<file path="config.mk">
export PLATFORM = sky130hd
export DESIGN_NAME = mem_stage
export DESIGN_NICKNAME = d
export VERILOG_FILES = /design/src/rtl/mem_pkg.sv /design/src/rtl/load_align.sv /design/src/rtl/mem_stage.sv
export SDC_FILE = /design/constraint.sdc
export NUM_CORES = 1
export LEC_CHECK = 0
export BUFFER_PORTS_ARGS = -buffer_cell sky130_fd_sc_hd__buf_2
export CORE_ASPECT_RATIO = 0.8
export CORE_MARGIN = 2
export CORE_UTILIZATION = 60
export CTS_BUF_LIST = sky130_fd_sc_hd__clkbuf_4 sky130_fd_sc_hd__clkbuf_8
export CTS_CLUSTER_SIZE = 30
export DETAILED_ROUTE_END_ITERATION = 12
export HOLD_SLACK_MARGIN = 0.06
export PLACE_DENSITY = 0.95
export SLEW_MARGIN = 15
export SYNTH_ARGS = -nofsm -noshare
export SYNTH_HDL_FRONTEND = slang
export SYNTH_SLANG_ARGS = --single-unit
</file>
<file path="constraint.sdc">
create_clock -name clk -period 6.4 [get_ports clk]
set_clock_uncertainty 0.15 [all_clocks]
set_input_delay 0.32 -clock clk [delete_from_list [all_inputs] [get_ports clk]]
set_output_delay 0.32 -clock clk [all_outputs]
set_load 0.01 [all_outputs]
</file>
<file path="src/rtl/mem_pkg.sv">
`default_nettype none
// ============================================================================
//  Module      : mem_pkg
//  Description : Shared types and helpers for the memory-access stage:
//                access-size and FSM-state enums, byte-enable mask and
//                access-size decode.
//  Revision    : 1.0 - initial release
// ============================================================================
package mem_pkg;

    // Access size as carried on memSize
    typedef enum logic [1:0] {
        SIZE_B = 2'b00,
        SIZE_H = 2'b01,
        SIZE_W = 2'b10,
        SIZE_D = 2'b11
    } mem_size_t;

    // Memory-stage controller states
    typedef enum logic [1:0] {
        MS_IDLE = 2'd0,
        MS_REQ  = 2'd1,
        MS_WAIT = 2'd2,
        MS_HOLD = 2'd3
    } mem_state_t;

    // Number of bytes moved by an access of the given size
    function automatic logic [3:0] size_bytes(input mem_size_t size);
        logic [3:0] bytes;
        case (size)
            SIZE_B:  bytes = 4'd1;
            SIZE_H:  bytes = 4'd2;
            SIZE_W:  bytes = 4'd4;
            default: bytes = 4'd8;
        endcase
        return bytes;
    endfunction

    // Byte-lane enables of an access: a run of size_bytes ones starting at
    // lane 'offset' of the 8-lane doubleword
    function automatic logic [7:0] be_mask(input mem_size_t size,
                                           input logic [2:0] offset);
        logic [7:0] base;
        case (size)
            SIZE_B:  base = 8'h01;
            SIZE_H:  base = 8'h03;
            SIZE_W:  base = 8'h0F;
            default: base = 8'hFF;
        endcase
        return base << offset;
    endfunction

endpackage : mem_pkg
`default_nettype wire

</file>
<file path="src/rtl/load_align.sv">
`default_nettype none
// ============================================================================
//  Module      : load_align
//  Description : Combinational load-data aligner. Moves the addressed bytes
//                of a read doubleword down to lane 0 and sign- or
//                zero-extends them to the full datapath width.
//  Revision    : 1.0 - initial release
// ============================================================================
module load_align
    import mem_pkg::*;
#(
    parameter int N = 64
) (
    input  logic [N-1:0] rdata_i,
    input  logic [2:0]   offset_i,
    input  mem_size_t    size_i,
    input  logic         unsigned_i,
    output logic [N-1:0] data_o
);

    logic [N-1:0] w_shifted;
    logic [N-1:0] w_mask;
    logic         w_sign;

    // Lane shift, keep only the accessed bytes, then fill the upper bits
    always_comb begin
        w_shifted = rdata_i >> {offset_i, 3'b000};
        w_mask    = '0;
        w_sign    = 1'b0;
        case (size_i)
            SIZE_B: begin
                w_mask = N'(64'h0000_0000_0000_00FF);
                w_sign = w_shifted[7];
            end
            SIZE_H: begin
                w_mask = N'(64'h0000_0000_0000_FFFF);
                w_sign = w_shifted[15];
            end
            SIZE_W: begin
                w_mask = N'(64'h0000_0000_FFFF_FFFF);
                w_sign = w_shifted[31];
            end
            default: begin
                // A doubleword already fills the datapath; nothing to extend
                w_mask = '1;
                w_sign = 1'b0;
            end
        endcase
        data_o = (w_shifted & w_mask) |
                 ((w_sign & ~unsigned_i) ? ~w_mask : '0);
    end

endmodule : load_align
`default_nettype wire

</file>
<file path="src/rtl/mem_stage.sv">
`default_nettype none
// ============================================================================
//  Module      : mem_stage
//  Description : Memory-access pipeline stage. Issues aligned loads/stores
//                over a req/gnt/rvalid data-memory port, aligns and extends
//                load data, flags misaligned accesses, stalls upstream while
//                an access is in flight and drives the MEM/WB register.
//  Revision    : 1.0 - initial release
// ============================================================================
module mem_stage
    import mem_pkg::*;
#(
    parameter int N = 64
) (
    input  logic           clk,
    input  logic           rst,
    input  logic           regEn,
    input  logic           validIn,
    input  logic [N-1:0]   ALUres,
    input  logic [N-1:0]   Bout,
    input  logic           memRead,
    input  logic           memWrite,
    input  logic [1:0]     memSize,
    input  logic           memUnsigned,
    input  logic [4:0]     rdIn,
    input  logic           regWriteIn,
    output logic           dmemReq,
    output logic           dmemWe,
    output logic [N-1:0]   dmemAddr,
    output logic [N-1:0]   dmemWdata,
    output logic [N/8-1:0] dmemBe,
    input  logic           dmemGnt,
    input  logic           dmemRvalid,
    input  logic [N-1:0]   dmemRdata,
    output logic           stall,
    output logic           validOut,
    output logic [N-1:0]   resultOut,
    output logic [4:0]     rdOut,
    output logic           regWriteOut,
    output logic           misalign
);

    localparam logic [1:0] C_ST_IDLE = MS_IDLE;
    localparam logic [1:0] C_ST_REQ  = MS_REQ;
    localparam logic [1:0] C_ST_WAIT = MS_WAIT;
    localparam logic [1:0] C_ST_HOLD = MS_HOLD;

    // Controller state
    logic [1:0]     state_q, state_d;

    // Access captured at acceptance; the memory port is driven from these
    logic [N-1:0]   addr_q;
    logic [N-1:0]   wdata_q;
    logic [N/8-1:0] be_q;
    mem_size_t      size_q;
    logic           uns_q;
    logic           we_q;
    logic [4:0]     rd_q;
    logic           rw_q;

    // Result parked while the pipeline is frozen at completion
    logic [N-1:0]   buf_q;

    // MEM/WB register
    logic           valid_q, valid_d;
    logic [N-1:0]   res_q, res_d;
    logic [4:0]     rdo_q, rdo_d;
    logic           rwo_q, rwo_d;
    logic           mis_q, mis_d;

    // Decode of the incoming instruction
    logic [2:0]     w_offset;
    mem_size_t      w_size;
    logic           w_memop;
    logic           w_aligned;
    logic           w_idle;
    logic           w_accept;
    logic           w_misacc;
    logic           w_passthru;
    logic [7:0]     w_be_full;

    // Completion events of the in-flight access
    logic           w_in_req;
    logic           w_in_wait;
    logic           w_in_hold;
    logic           w_store_gnt;
    logic           w_load_rvalid;
    logic           w_finish;
    logic           w_complete;
    logic           w_park;
    logic [N-1:0]   w_ldata;
    logic [N-1:0]   w_done_res;

    assign w_offset   = ALUres[2:0];
    assign w_size     = mem_size_t'(memSize);
    assign w_memop    = memRead | memWrite;
    assign w_aligned  = (w_offset & 3'(size_bytes(w_size) - 4'd1)) == 3'd0;
    assign w_be_full  = be_mask(w_size, w_offset);

    assign w_idle     = (state_q == C_ST_IDLE);
    assign w_in_req   = (state_q == C_ST_REQ);
    assign w_in_wait  = (state_q == C_ST_WAIT);
    assign w_in_hold  = (state_q == C_ST_HOLD);

    // Instructions are only looked at in IDLE
    assign w_accept   = w_idle & regEn & validIn & w_memop & w_aligned;
    assign w_misacc   = w_idle & regEn & validIn & w_memop & ~w_aligned;
    assign w_passthru = w_idle & regEn & validIn & ~w_memop;

    // A store finishes on its grant, a load on its read data
    assign w_store_gnt   = w_in_req & dmemGnt & we_q;
    assign w_load_rvalid = w_in_wait & dmemRvalid;
    assign w_finish      = w_store_gnt | w_load_rvalid;
    // Finishing while frozen parks the result in the HOLD buffer instead
    assign w_park        = w_finish & ~regEn;
    assign w_complete    = regEn & (w_finish | w_in_hold);

    load_align #(
        .N (N)
    ) u_load_align (
        .rdata_i    (dmemRdata),
        .offset_i   (addr_q[2:0]),
        .size_i     (size_q),
        .unsigned_i (uns_q),
        .data_o     (w_ldata)
    );

    // A store reports its effective address as the result
    assign w_done_res = w_in_hold ? buf_q : (we_q ? addr_q : w_ldata);

    // Memory port is only active in REQ; payload is held stable from latches
    assign dmemReq   = w_in_req;
    assign dmemWe    = w_in_req & we_q;
    assign dmemBe    = w_in_req ? be_q : '0;
    assign dmemAddr  = {addr_q[N-1:3], 3'b000};
    assign dmemWdata = wdata_q;

    // Hold upstream while an access is pending, released in the completion cycle
    always_comb begin
        stall = 1'b0;
        if (rst) begin
            stall = (w_idle & validIn & w_memop & w_aligned) |
                    (w_in_req  & ~(w_store_gnt & regEn))    |
                    (w_in_wait & ~(dmemRvalid & regEn))     |
                    (w_in_hold & ~regEn);
        end
    end

    // Next-state logic of the access controller
    always_comb begin
        state_d = state_q;
        case (state_q)
            C_ST_IDLE: begin
                if (w_accept) begin
                    state_d = C_ST_REQ;
                end
            end
            C_ST_REQ: begin
                if (dmemGnt) begin
                    if (!we_q) begin
                        state_d = C_ST_WAIT;
                    end else begin
                        state_d = regEn ? C_ST_IDLE : C_ST_HOLD;
                    end
                end
            end
            C_ST_WAIT: begin
                if (dmemRvalid) begin
                    state_d = regEn ? C_ST_IDLE : C_ST_HOLD;
                end
            end
            C_ST_HOLD: begin
                if (regEn) begin
                    state_d = C_ST_IDLE;
                end
            end
            default: state_d = C_ST_IDLE;
        endcase
    end

    // Next value of the MEM/WB register; frozen whenever regEn is low
    always_comb begin
        valid_d = valid_q;
        res_d   = res_q;
        rdo_d   = rdo_q;
        rwo_d   = rwo_q;
        mis_d   = mis_q;
        if (regEn) begin
            valid_d = 1'b0;
            rwo_d   = 1'b0;
            mis_d   = 1'b0;
            if (w_passthru) begin
                valid_d = 1'b1;
                res_d   = ALUres;
                rdo_d   = rdIn;
                rwo_d   = regWriteIn;
            end else if (w_misacc) begin
                valid_d = 1'b1;
                res_d   = ALUres;
                rdo_d   = rdIn;
                mis_d   = 1'b1;
            end else if (w_complete) begin
                valid_d = 1'b1;
                res_d   = w_done_res;
                rdo_d   = rd_q;
                rwo_d   = rw_q & ~we_q;
            end
        end
    end

    // State and MEM/WB register update
    always_ff @(posedge clk) begin
        if (!rst) begin
            state_q <= C_ST_IDLE;
            valid_q <= 1'b0;
            res_q   <= '0;
            rdo_q   <= 5'd0;
            rwo_q   <= 1'b0;
            mis_q   <= 1'b0;
        end else begin
            state_q <= state_d;
            valid_q <= valid_d;
            res_q   <= res_d;
            rdo_q   <= rdo_d;
            rwo_q   <= rwo_d;
            mis_q   <= mis_d;
        end
    end

    // Capture the access on acceptance and park a frozen completion
    always_ff @(posedge clk) begin
        if (!rst) begin
            addr_q  <= '0;
            wdata_q <= '0;
            be_q    <= '0;
            size_q  <= SIZE_B;
            uns_q   <= 1'b0;
            we_q    <= 1'b0;
            rd_q    <= 5'd0;
            rw_q    <= 1'b0;
            buf_q   <= '0;
        end else begin
            if (w_accept) begin
                addr_q  <= ALUres;
                wdata_q <= Bout << {w_offset, 3'b000};
                be_q    <= w_be_full[N/8-1:0];
                size_q  <= w_size;
                uns_q   <= memUnsigned;
                we_q    <= memWrite;
                rd_q    <= rdIn;
                rw_q    <= regWriteIn;
            end
            if (w_park) begin
                buf_q <= w_done_res;
            end
        end
    end

    assign validOut    = valid_q;
    assign resultOut   = res_q;
    assign rdOut       = rdo_q;
    assign regWriteOut = rwo_q;
    assign misalign    = mis_q;

endmodule : mem_stage
`default_nettype wire
</file>
# [Word-level counts from Yosys, hierarchy flattened]
# Cells that the tools add are included.
[classes] bitwise=39 n_eq_ne=11 reduce_logical=7 shifts=3 add_sub_neg=1 n_mux=30
[op_table] op="2-to-1 mux 64 bit" n=6
[op_table] op="case mux 64 bit (3 select lines)" n=1
[op_table] op="bitwise AND 64 bit" n=1
[op_table] op="NOT 64 bit" n=1
[op_table] op="OR 64 bit" n=1
[op_table] op="left shift 64 x 6 -> 64 bit" n=1
[op_table] op="right shift 64 x 6 -> 64 bit" n=1
[op_table] op="case mux 8 bit (3 select lines)" n=1
[op_table] op="bitwise AND 1 bit" n=22
[op_table] op="2-to-1 mux 5 bit" n=3
[op_table] op="2-to-1 mux 2 bit" n=6
[op_table] op="2-to-1 mux 1 bit" n=9
[op_table] op="case mux 3 bit (3 select lines)" n=1
[op_table] op="equality test 2 bit (second input constant)" n=4
[op_table] op="2-to-1 mux 8 bit" n=1
[op_table] op="case mux 2 bit (4 select lines)" n=1
[op_table] op="left shift 8 x 3 -> 8 bit" n=1
[op_table] op="NOT 1 bit" n=7
[op_table] op="equality test 2 x 1 -> 1 bit (second input constant)" n=3
[op_table] op="zero test 2 bit" n=3
[op_table] op="inequality test 2 bit (second input constant)" n=3
[op_table] op="OR 1 bit" n=6
[op_table] op="AND reduction 4 bit" n=1
[op_table] op="bitwise AND 3 bit" n=1
[op_table] op="6 further kinds" n=6
[totals] in_bits=209 register_bits=284

# [Depth between registers and ports, before layout]
[depth] depth_word=10 depth_mapped=10

# [Hierarchy]
# From an unflattened synthesis, not the netlist that was laid out.
[unflattened] hier_cells=1877 hier_area_um2=17336.6
[modules_own_cells] module="mem_stage" area_each_um2=14886.8 cells_each=1595 instances=1
[modules_own_cells] module="load_align" area_each_um2=2449.8 cells_each=282 instances=1

# [Worst setup path before layout]
# No wires, ideal clock.
[synth_timing] kind="reg-to-reg" start="reg addr_q[0]" end="reg buf_q[61]" arrival_time_ns=2.025 setup_time_ns=0.117 setup_slack_ns=4.109 period_less_slack_ns=2.291 path_stages_with_launch=8 required_time_ns=6.133 cell_sequence="dfxtp_1 -> buf_2 -> mux4_2 -> a22o_1 -> nand2_1 -> nor4b_4 -> a21oi_1 -> a22o_1"
[synth_via] elab_chain_cells=7 elab_cells_between_ends=8
[synth_lines] element="start, declared" line_no="mem_stage.sv:52" text="logic [N-1:0] addr_q;"
[synth_lines] element="start signal, assigned" line_no="mem_stage.sv:244" text="addr_q <= ALUres;"
[synth_lines] element="right shift 64 x 6 -> 64 bit (*)" line_no="load_align.sv:27" text="w_shifted = rdata_i >> {offset_i, 3'b000};"
[synth_lines] element="case mux 1 bit (3 select lines)" line_no="load_align.sv:30" text="case (size_i)"
[synth_lines] element="bitwise AND 1 bit" line_no="load_align.sv:50" text="((w_sign & ~unsigned_i) ? ~w_mask : '0);"
[synth_lines] element="2-to-1 mux 64 bit" line_no="load_align.sv:50"
[synth_lines] element="OR 64 bit (*)" line_no="load_align.sv:49" text="data_o = (w_shifted & w_mask) |"
[synth_lines] element="2-to-1 mux 64 bit (*) (2 in series)" line_no="mem_stage.sv:129" text="assign w_done_res = w_in_hold ? buf_q : (we_q ? addr_q : w_ldata);"
[synth_lines] element="end signal, assigned" line_no="mem_stage.sv:254" text="buf_q <= w_done_res;"
[synth_lines] element="end, declared" line_no="mem_stage.sv:62" text="logic [N-1:0] buf_q;"
# Mark *: on every way between the ends. The rest lies on a longest branch, timed or not.
# A chain may end at the register's enable or synchronous reset.

# [Final worst setup path]
[layout_timing] start="reg addr_q[1]" end="reg buf_q[33]"
# The elaborated chain is that of the path after synthesis.

==> out/metrics.yaml <==
postSynth.asyncResetShare_pct: 0
cts_resized: 0
ant_nets: 0
rows: 54
cts.sinks: 284
netlist_area_um2: 16420
crit_chain: "buf_4, mux2_2, o22ai_1, o41a_1, nand4b_2, a21oi_1, o21ai_0"
postCtsSetupRepairBufs: 0
cpPeakStageDelay_ns: 0.69
multi_input_area_um2: 9480
finalNonFillerCells: 2762
synth-edff-count: 0
startpoint: "addr_q[1]"
fin_crit_sh_pct: 57.93
final_nets: 2563
cp-start-kind: "flip-flop"
critPathTopFamily: "compound AO/OA/AOI/OAI gates"
finalCriticalPeriod_ns: 3.707
p_leak_nw: 8.590
path_max_fanout: 57
place_inst: 2586
slew_headroom_pct: 29.66
firstDrtPassIters: 7
cp_slowest_cell: "nand4b_2"
cp.arrival_ns: 3.99
grt_setup_unrepaired: "false"
grt_max_degree: 149
ir_drop_v: 0.0001479
drtIter0Drc: 2418
die_area_um2: 28710
cts_buffer_depth: 3
die_y_um: 151.9
path_buf_inv: 1
setup_tns_ns: 0
dr_total_vias: 17770
grt_use_total_pct: 40.67
ys_warn_count: 0
tightest_slew_ns: 1.055
wl_per_cell_um: 22.04
numCtsBuffers: 48
die_w_um: 188.9
synthDistinctLibCells: 66
reg2reg_from: "addr_q[1]"
grt_pass1_wl_um: 93590
avgSynthCellArea_um2: 8.059
drv_slew: 0
ios: 420
dp_hpwl_um: 41300
powerDensity_nw_per_um2: 227.2
finalWirelength_um: 60890
cts_root_buf: "clkbuf_8"
grt_antenna_before_repair: 7
grt_overflow_total: 0
clk_latency_ns: 0.56
design.core.area_um2: 27090
yosysSeqAreaShare_pct: 34.63
initial_core_util_pct: 60.59
clkTransAtPathRegs_ns: 0.06
htreeDepth: 2
gp_congestion: 1.012
syn_inst: 2037
drive_above_1_share_pct: 25.93
outcome: "completed"
crit_path_end_kind: "flip-flop"
setup_viol: 0
seqCellArea_um2: 5690
drc: 0
hold_start: "regEn"
port_buffers: 416
drv_cap: 0
synthFlopType: "dfxtp_1"
ys_seq_elements: 284
critPathKind: "flip-flop to flip-flop"
hold_viol: 0
grt_pass1_vias: 16520
required_ns: 6.68
fmax_mhz: 269.7
cts_tree: "done"
fill_cells: 2060
vias_per_cell: 6.432
areaGrowthSynthToFinish_pct: 21.16
hp-class: "primary input to flip-flop"
## worst paths after layout
kind / cells after the start / slack, ns / endpoint
worst max-delay path: 7 / 2.69 / buf_q[33]
worst min-delay path: 3 / 0.1 / regWriteOut
worst max register to register: 7 / 2.69 / buf_q[33]
worst min register to register: 2 / 0.30 / be_q[1]
## tightest hold or removal path, delay by kind of cell
family | cells | cell delay (ns)
and+or+nand+nor | 1 | 0.11
AOI/OAI and AO/OA | 1 | 0.12
buffers and inverters | 1 | 0.22
## sequential cells by signal (all words and copies together), names as in the netlist
signal,cells
dmemWdata,64
rd_q,5
we_q,1
rdOut,5
resultOut,64
size_q,2
rw_q,1
misalign,1
addr_q,64
state_q,2
buf_q,64
uns_q,1
validOut,1
be_q,8
regWriteOut,1
## layout make-up
type / instances / area share, %
flip-flops and latches: 284 / 28.61
inverters: 13 / 0.2453
repair buffers: 523 / 15.60
diodes: 7 / 0.08807
multi-input cells: 1484 / 47.67
clock inverters: 10 / 0.5221
well taps: 364 / 2.290
clock buffers: 77 / 4.982
## cell usage in the layout (no fill, tap or decap), types with 32 or more instances in the layout
cell type      Yosys  routed
nor2_1            81      80
o211a_1           32      32
o211ai_1          58      58
a21boi_0         101     101
nor2b_1           51      51
mux4_2            35      35
mux2i_1           82      82
nand2_1          398     397
a21oi_1          123     122
dlygate4sd3_1      0      82
o21ai_0           89      89
dfxtp_1          284     282
o221ai_1          35      35
nand3_1           97      95
clkbuf_8           0      67
buf_2             19     414
## cell usage after synthesis (6+ instances only)
| library cell | instances | area, um^2 |
|---|---|---|
| a211oi_1 | 20 | 150.1 |
| a21boi_0 | 101 | 758.2 |
| a21o_1 | 6 | 45.04 |
| a21oi_1 | 123 | 615.6 |
| a22o_1 | 21 | 183.9 |
| a22oi_1 | 9 | 67.56 |
| a31o_2 | 7 | 61.31 |
| a31oi_1 | 7 | 43.79 |
| and2_1 | 23 | 143.9 |
| and3_1 | 23 | 143.9 |
| buf_1 | 9 | 33.78 |
| buf_2 | 19 | 95.09 |
| buf_4 | 66 | 495.5 |
| clkbuf_1 | 160 | 600.6 |
| dfxtp_1 | 284 | 5685 |
| inv_1 | 12 | 45.04 |
| mux2_2 | 23 | 259.0 |
| mux2i_1 | 82 | 820.8 |
| mux4_2 | 35 | 788.3 |
| nand2_1 | 398 | 1494 |
| nand2b_1 | 14 | 87.58 |
| nand3_1 | 97 | 485.5 |
| nor2_1 | 81 | 304.0 |
| nor2b_1 | 51 | 319.1 |
| nor3_1 | 12 | 60.06 |
| nor3b_1 | 9 | 67.56 |
| nor4_1 | 7 | 43.79 |
| o211a_1 | 32 | 320.3 |
| o211ai_1 | 58 | 435.4 |
| o21ai_0 | 89 | 445.4 |
| o221ai_1 | 35 | 306.5 |
| o31ai_1 | 26 | 195.2 |
| or3_1 | 28 | 175.2 |
## stage by stage
step	power, W	hold WS (ns)	cell area [um^2]	setup slack, ns	utilization [%]
2_1_floorplan	0.002376	0.2762	16420	4.109	-
3_3_place_gp	0.002629	0.2845	17960	2.967	66.27
3_5_place_dp	0.002648	0.2823	17960	2.818	66.27
6_report	0.004519	0.09665	19890	2.693	73.41
5_1_grt	0.004671	0.09483	19880	2.471	73.39
4_1_cts	0.004498	0.06751	19870	2.814	73.34
## cells by family after synthesis
group / after synthesis / share of synthesized area [%]
AO/OA/AOI/OAI: 580 / 24.65
buffers and inverters: 271 / 8.034
flip-flops: 284 / 34.63
multiplexers: 140 / 11.38
other: 1 / 0.02284
AND/OR/NAND/NOR: 761 / 21.28
## routing by layer
metal	part of all wire [%]	GRT usage (%)
met1	40	56.15
met2	43	60.79
met3	12	9.933
met4	4.5	17.04
met5	0	0
## where the power goes
group          switching (W)  leakage (nW)  internal (W)  total [W]
clock               0.000774         0.585       0.00106    0.00184
sequential         0.0000504          2.30       0.00183    0.00188
combinational       0.000479          5.70      0.000319   0.000798
total                0.00130          8.59       0.00322    0.00452
## repair_timing
action | in CTS | in global routing
endpoints found under the setup margin | 0 | 0
hold endpoints to repair | 152 | 0
hold buffers | 82 | 0
Note: power is estimated with default switching activity, not from simulation.
